File: config.mk
export PLATFORM = sky130hd
export DESIGN_NAME = simmem_bank_timing_model_tracker
export DESIGN_NICKNAME = d
export VERILOG_FILES = /design/src/rtl/simmem_bank_timing_model_pkg.sv /design/src/rtl/simmem_bank_timing_model_tracker.sv
export SDC_FILE = /design/constraint.sdc
export NUM_CORES = 1
export LEC_CHECK = 0
export BUFFER_PORTS_ARGS = -buffer_cell sky130_fd_sc_hd__buf_2
export CAP_MARGIN = 0
export CELL_PAD_IN_SITES_DETAIL_PLACEMENT = 1
export CELL_PAD_IN_SITES_GLOBAL_PLACEMENT = 1
export CORE_MARGIN = 8
export CORE_UTILIZATION = 25
export DETAILED_ROUTE_END_ITERATION = 6
export GPL_TIMING_DRIVEN = 0
export PLACE_DENSITY = 0.61
export SKIP_LAST_GASP = 1
export SLEW_MARGIN = 20
export SYNTH_ARGS = -nofsm -noshare
export SYNTH_HDL_FRONTEND = slang
export SYNTH_SLANG_ARGS = --single-unit
File: constraint.sdc
create_clock -name clk_i -period 2.16 [get_ports clk_i]
set_input_delay 0.108 -clock clk_i [delete_from_list [all_inputs] [get_ports clk_i]]
set_output_delay 0.108 -clock clk_i [all_outputs]
set_load 0.005 [all_outputs]
File: src/rtl/simmem_bank_timing_model_pkg.sv
// Shared constants and bank state encoding for the multi-bank DRAM timing model.
package simmem_bank_timing_model_pkg;

    // Default geometry of the simulated memory
    localparam int DefNumBanks      = 4;
    localparam int GlobalMemCapaW   = 16;
    localparam int DefRowBufLenW    = 8;
    localparam int RDataBankAddrW   = 4;

    // Default DRAM cost constants, in cycles
    localparam int DefRowHitCost     = 4;
    localparam int DefPrechargeCost  = 2;
    localparam int DefActivationCost = 1;
    localparam int DefDelayWidth     = 6;

    // Derived address-field widths for the default geometry
    localparam int DefBankIdxW = $clog2(DefNumBanks);
    localparam int DefRowW     = GlobalMemCapaW - DefRowBufLenW - DefBankIdxW;

    // Per-bank state encoding; plain constants keep older tools happy
    typedef logic [2:0] bank_state_t;
    localparam bank_state_t BankClosed = 3'd0;
    localparam bank_state_t BankOpen   = 3'd1;
    localparam bank_state_t BankActive = 3'd2;
    localparam bank_state_t BankDone   = 3'd3;
    localparam bank_state_t BankPre    = 3'd4;

endpackage

File: src/rtl/simmem_bank_timing_model_tracker.sv
// One DRAM bank: open-row tracking, access cost and completion countdown.
module simmem_bank_timing_model_tracker
    import simmem_bank_timing_model_pkg::*;
#(
    parameter int RowW           = DefRowW,
    parameter int IidW           = RDataBankAddrW,
    parameter int RowHitCost     = DefRowHitCost,
    parameter int PrechargeCost  = DefPrechargeCost,
    parameter int ActivationCost = DefActivationCost,
    parameter int DelayWidth     = DefDelayWidth,
    parameter int ClosedPage     = 0
) (
    input  logic                  clk_i,
    input  logic                  rst_i,
    input  logic                  accept_i,
    input  logic [RowW-1:0]       row_i,
    input  logic [IidW-1:0]       iid_i,
    input  logic                  pop_i,
    output logic                  idle_o,
    output logic                  busy_o,
    output logic                  done_o,
    output logic [IidW-1:0]       iid_o,
    output logic [DelayWidth-1:0] cost_o
);

    localparam logic [DelayWidth-1:0] HitCost  = DelayWidth'(RowHitCost);
    localparam logic [DelayWidth-1:0] ColdCost = DelayWidth'(ActivationCost + RowHitCost);
    localparam logic [DelayWidth-1:0] MissCost = DelayWidth'(PrechargeCost + ActivationCost + RowHitCost);
    localparam logic [DelayWidth-1:0] PreCost  = DelayWidth'(PrechargeCost);

    bank_state_t           state_q, state_d;
    logic [RowW-1:0]       row_q, row_d;
    logic [IidW-1:0]       iid_q, iid_d;
    logic [DelayWidth-1:0] cost_q, cost_d;
    logic [DelayWidth-1:0] cnt_q, cnt_d;
    logic [DelayWidth-1:0] reqCost;

    // Cost of a request arriving now, given the row currently held open
    always_comb begin
        if (ClosedPage != 0 || state_q != BankOpen) begin
            reqCost = ColdCost;
        end else if (row_q == row_i) begin
            reqCost = HitCost;
        end else begin
            reqCost = MissCost;
        end
    end

    // Bank state machine; the counter holds the cycles left before the next state change
    always_comb begin
        state_d = state_q;
        row_d   = row_q;
        iid_d   = iid_q;
        cost_d  = cost_q;
        cnt_d   = cnt_q;
        case (state_q)
            BankClosed, BankOpen: begin
                if (accept_i) begin
                    row_d  = row_i;
                    iid_d  = iid_i;
                    cost_d = reqCost;
                    if (reqCost == DelayWidth'(1)) begin
                        state_d = BankDone;
                        cnt_d   = '0;
                    end else begin
                        state_d = BankActive;
                        cnt_d   = reqCost - DelayWidth'(2);
                    end
                end
            end
            BankActive: begin
                if (cnt_q == '0) begin
                    state_d = BankDone;
                end else begin
                    cnt_d = cnt_q - DelayWidth'(1);
                end
            end
            BankDone: begin
                if (pop_i) begin
                    if (ClosedPage == 0) begin
                        state_d = BankOpen;
                    end else if (PrechargeCost == 0) begin
                        state_d = BankClosed;
                    end else begin
                        state_d = BankPre;
                        cnt_d   = PreCost - DelayWidth'(1);
                    end
                end
            end
            BankPre: begin
                if (cnt_q == '0) begin
                    state_d = BankClosed;
                end else begin
                    cnt_d = cnt_q - DelayWidth'(1);
                end
            end
            default: begin
                state_d = BankClosed;
                cnt_d   = '0;
            end
        endcase
    end

    // State registers; reset drops any pending completion and closes the row
    always_ff @(posedge clk_i) begin
        if (rst_i) begin
            state_q <= BankClosed;
            row_q   <= '0;
            iid_q   <= '0;
            cost_q  <= '0;
            cnt_q   <= '0;
        end else begin
            state_q <= state_d;
            row_q   <= row_d;
            iid_q   <= iid_d;
            cost_q  <= cost_d;
            cnt_q   <= cnt_d;
        end
    end

    assign idle_o = (state_q == BankClosed) || (state_q == BankOpen);
    assign busy_o = (state_q == BankActive) || (state_q == BankDone) || (state_q == BankPre);
    assign done_o = (state_q == BankDone);
    assign iid_o  = iid_q;
    assign cost_o = cost_q;

endmodule

# Yosys cells after proc, flatten, opt, wreduce, memory -nomap -nowiden
# Index checks and enable logic that the tools add are counted.
[totals]
ramBits = 0
latchBits = 0
memories = 0
ff_bits = 25
rom_bits = 0
[classes]
reduce_logical = 10
bitwise = 1
eq_ne = 12
n_shift = 0
mul = 0
order_cmp = 0
addsub = 2
n_mux = 12
div = 0
[ops]
columns = ["cell", "n"]
rows = [
  ["6-bit 2-to-1 mux", 4],
  ["6-bit case mux with 3 select lines", 1],
  ["3-bit 2-to-1 mux", 4],
  ["3-bit case mux with 4 select lines", 1],
  ["2-bit != test (second input constant)", 5],
  ["3-bit by 2-bit == test with 1-bit output (second input constant)", 2],
  ["6-bit by 1-bit == test with 1-bit output (second input constant)", 1],
  ["6-bit == test", 1],
  ["6-bit logical NOT", 1],
  ["6-bit by 1-bit subtractor with 6-bit output (second input constant)", 1],
  ["6-bit by 2-bit subtractor with 6-bit output (second input constant)", 1],
  ["4-bit AND reduction", 1],
  ["2-bit OR reduction", 2],
  ["3-bit by 1-bit == test with 1-bit output (second input constant)", 1],
  ["3-bit == test (second input constant)", 1],
  ["3-bit logical NOT", 1],
  ["1-bit logical OR", 3],
  ["3-bit by 1-bit != test with 1-bit output (second input constant)", 1],
  ["3-bit AND reduction", 1],
  ["2-bit 2-to-1 mux", 1],
  ["2-bit AND reduction", 1],
  ["1-bit 2-to-1 mux", 1],
  ["1-bit NOT", 1],
]

# Longest topological paths before layout
[logic_depth]
ltp_word = 7
depth_mapped = 7
ltp_nobuf = 6

# Worst setup path before layout
# OpenSTA, ideal clock, no wires.
[synth_path]
path_kind = "flip-flop to flip-flop"
startpoint = "reg cnt_q[0]"
endpoint = "reg cnt_q[1]"
path_slack_ns = 0.530
synth_period_minus_slack_ns = 1.630
n_path_buf = 1
stages_incl_launch_ff = 8
required_ns = 2.100
arrival_ns = 1.570
setup_time_ns = 0.060
path_cell_list = "dfxtp_1 inv_1 ha_1 or4b_4 buf_6 o21ai_4 mux2i_1 and3b_1"
[synth_via]
elab_chain_cells = 3
elab_cells_between_ends = 6
classes_between = "add/sub: 1; eq/ne: 1; mux: 2; reduce/logical: 2"
[synth_lines]
columns = ["element", "line", "rtl"]
rows = [
  ["start: declaration", "simmem_bank_timing_model_tracker.sv:35", "logic [DelayWidth-1:0] cnt_q, cnt_d;"],
  ["start signal: assignment", "simmem_bank_timing_model_tracker.sv:117", "cnt_q <= cnt_d;"],
  ["6-bit by 1-bit subtractor with 6-bit output or 6-bit logical NOT (tied branches)", "--", ""],
  ["6-bit 2-to-1 mux or 2-bit != test (tied branches)", "--", ""],
  ["6-bit case mux with 3 select lines or 3-bit AND reduction (tied branches)", "--", ""],
]
# Parallel ways exist; a longest one is shown, timed or not. The select of a mux whose other input is x is not followed.
# A chain may end at the register's enable or synchronous reset.

# Final worst setup path
# Ends and elaborated chain as after synthesis.

==> out/summary.txt <==
Status: finished, final reports clean
Vias: 930
Clock sink total: 21
Final number of setup-violating endpoints: 0
Total routed wirelength: 2820 um
Initial DRT Pass Iterations: 4
Max incr delay on CP: 460 ps
Worst path cell trace: inv_1 -> ha_1 -> or4b_4 -> buf_6 -> o21ai_4 -> mux2i_1 -> and3b_1
Vias/cell: 4.56
Leakage power: 0.519 nW
Core Area: 4000 um^2
Residual DRC: 0
Pin count of the biggest net entering global routing: 13
YS warnings: 0
First-pass GRT wire length: 4710 um
Synth Instances: 125
Wire length per cell: 13.8 um
TNS Setup: 0 ps
Die Height: 80.3 um
CP arrival: 2010 ps
CTS max path bufs: 2
Distinct cells, synth: 33
Final hold slack: 24.8 ps
WP data required: 2370 ps
Fin nets: 171
RSZ-0062 raised after global routing: no
CTS tree: built
Die width: 80.3 um
Die area: 6440 um^2
Max-cap viol count: 0
Commonest cells after routing, fill and taps aside: nand2_1, buf_2, dfxtp_1, a21oi_1, nor2_1
Initial Util: 25.8%
Final non-filler cell total: 204
Top Ports: 27
Synth-to-Final Area Change: 22.4%
DP Area: 1220 um^2
Delay-heaviest family, CP: simple AND/OR/NAND/NOR gates
DP HPWL: 2230 um
Initial antenna violation count: 0
CP Depth: 7
Final WS setup: 354 ps
CTS buffer count: 3
Pre-CTS setup slack: 382 ps
DR iter-0 viols: 56
Setup Fix Bufs, Post-CTS: 0
Post-synthesis register bit count: 21
Worst r2r path cells: 7
Setup CP Type: flop to flop
Post-synthesis sequential area ratio: 40.7%
GRT overflow: 0
H-tree depth: 1
Crit path max fanout: 6
Worst Hold Depth: 2
PortBufs: 23
Minimum clock period: 1810 ps
Worst Clk Skew: 3.23 ps
Multi-input combinational cell area: 537 um^2
PostCTS Resize Cnt: 0
Register area: 420 um^2
CTS hold repair buffers: 0
Mapped Avg Cell Area: 8.26 um^2
Root Buffer Master: clkbuf_8
Critical Path Sink Type: flop
Number of global-route vias before repair: 1037
Skew-Pair Late Insertion Delay: 260 ps
Slowest CP cell: or4b_4
PwrDens: 755 nW/um^2
Antenna cells: 0
Hold/Removal Path Class: primary input to flop
Fin. max-slew vios: 0
ANT nets after route: 0
Fmax: 0.554 GHz
Synthesized cell area: 1030 um^2
Fin. Hold Viols: 0
Fillcell total: 493
GR Util All Layers: 9.21%
Final Cycle Share: 83.6%
Rows: 23
Share of cells above drive strength 1: 24.0%
Reg clk slew, reported paths: 80 ps
Final Cell Area: 1260 um^2
GP Congestion: 0.781
Final Total Pwr: 954 uW
Peak VDD IR: 0.412 mV
DP Cell Count: 200
Worst setup SP type: flop
Critical path buffers and inverters: 2
Post-Route Utilization: 31.6%
==> power breakdown <==
part	switching, mW	internal (mW)	leakage (nW)
clock	0.135	0.129	0.0255
combinational	0.133	0.112	0.321
sequential	0.0265	0.419	0.173
total	0.294	0.660	0.519
==> cell usage after synthesis <==
library cell	n	area, um^2
a211oi_1	1	7.51
a21oi_1	16	80.1
a311oi_1	1	8.76
and2_1	1	6.26
and3b_1	1	8.76
buf_4	5	37.5
buf_6	1	11.3
clkbuf_1	6	22.5
conb_1	1	3.75
dfxtp_1	21	420
ha_1	2	25.0
inv_1	3	11.3
mux2i_1	1	10.0
nand2_1	23	86.3
nand2b_1	2	12.5
nand3_1	3	15.0
nand3b_1	1	7.51
nand4_1	1	6.26
nand4b_1	2	17.5
nor2_1	7	26.3
nor2_4	1	11.3
nor2b_1	2	12.5
nor3_1	3	15.0
nor3b_1	1	7.51
nor4_1	2	12.5
o211ai_1	1	7.51
o21ai_0	3	15.0
o21ai_4	1	16.3
o31a_2	1	10.0
o31ai_1	1	7.51
or4b_4	1	13.8
xnor2_1	6	52.6
xor2_1	3	26.3
==> state kept, by name, indices dropped and copies added, names as in the netlist <==
name / flops
iid_o: 4
cost_o: 3
state_q: 2
cnt_q: 6
row_q: 6
==> area by class of cell <==
| cell class | count | area share [%] |
|---|---|---|
| multi-input cells | 91 | 42.5 |
| flip-flops and latches | 21 | 33.3 |
| repair buffers | 23 | 9.11 |
| plain buffers | 12 | 5.64 |
| well taps | 50 | 4.95 |
| clock buffers | 3 | 3.27 |
| inverters | 3 | 0.891 |
| clock inverters | 1 | 0.396 |
==> routing by layer <==
metal / up-vias / routed length, um / GRT usage (%)
li1: 469 / - / -
met1: 441 / 1180 / 9.15
met2: 18 / 1460 / 17.1
met3: 2 / 168 / 3.91
met4: 0 / 17 / 2.18
met5: - / 0 / 0
==> path summary, 6_finish.rpt <==
path         startpoint         end  slack, ps
max            cnt_q[0]    cnt_q[1]        350
min               pop_i  state_q[1]         20
max reg2reg    cnt_q[0]    cnt_q[1]        350
min reg2reg    iid_o[2]    iid_o[2]        460
==> cell families after synthesis <==
group / Yosys count / synth area share (%)
AOI/OAI and AO/OA: 25 / 14.8
muxes: 1 / 0.970
DFF: 21 / 40.7
adders and majority gates: 2 / 2.42
other: 1 / 0.363
and+or+nand+nor: 51 / 25.1
buffers and inverters: 15 / 8.00
xor gates and xnor gates: 9 / 7.64
(Power assumes the default switching activity.)
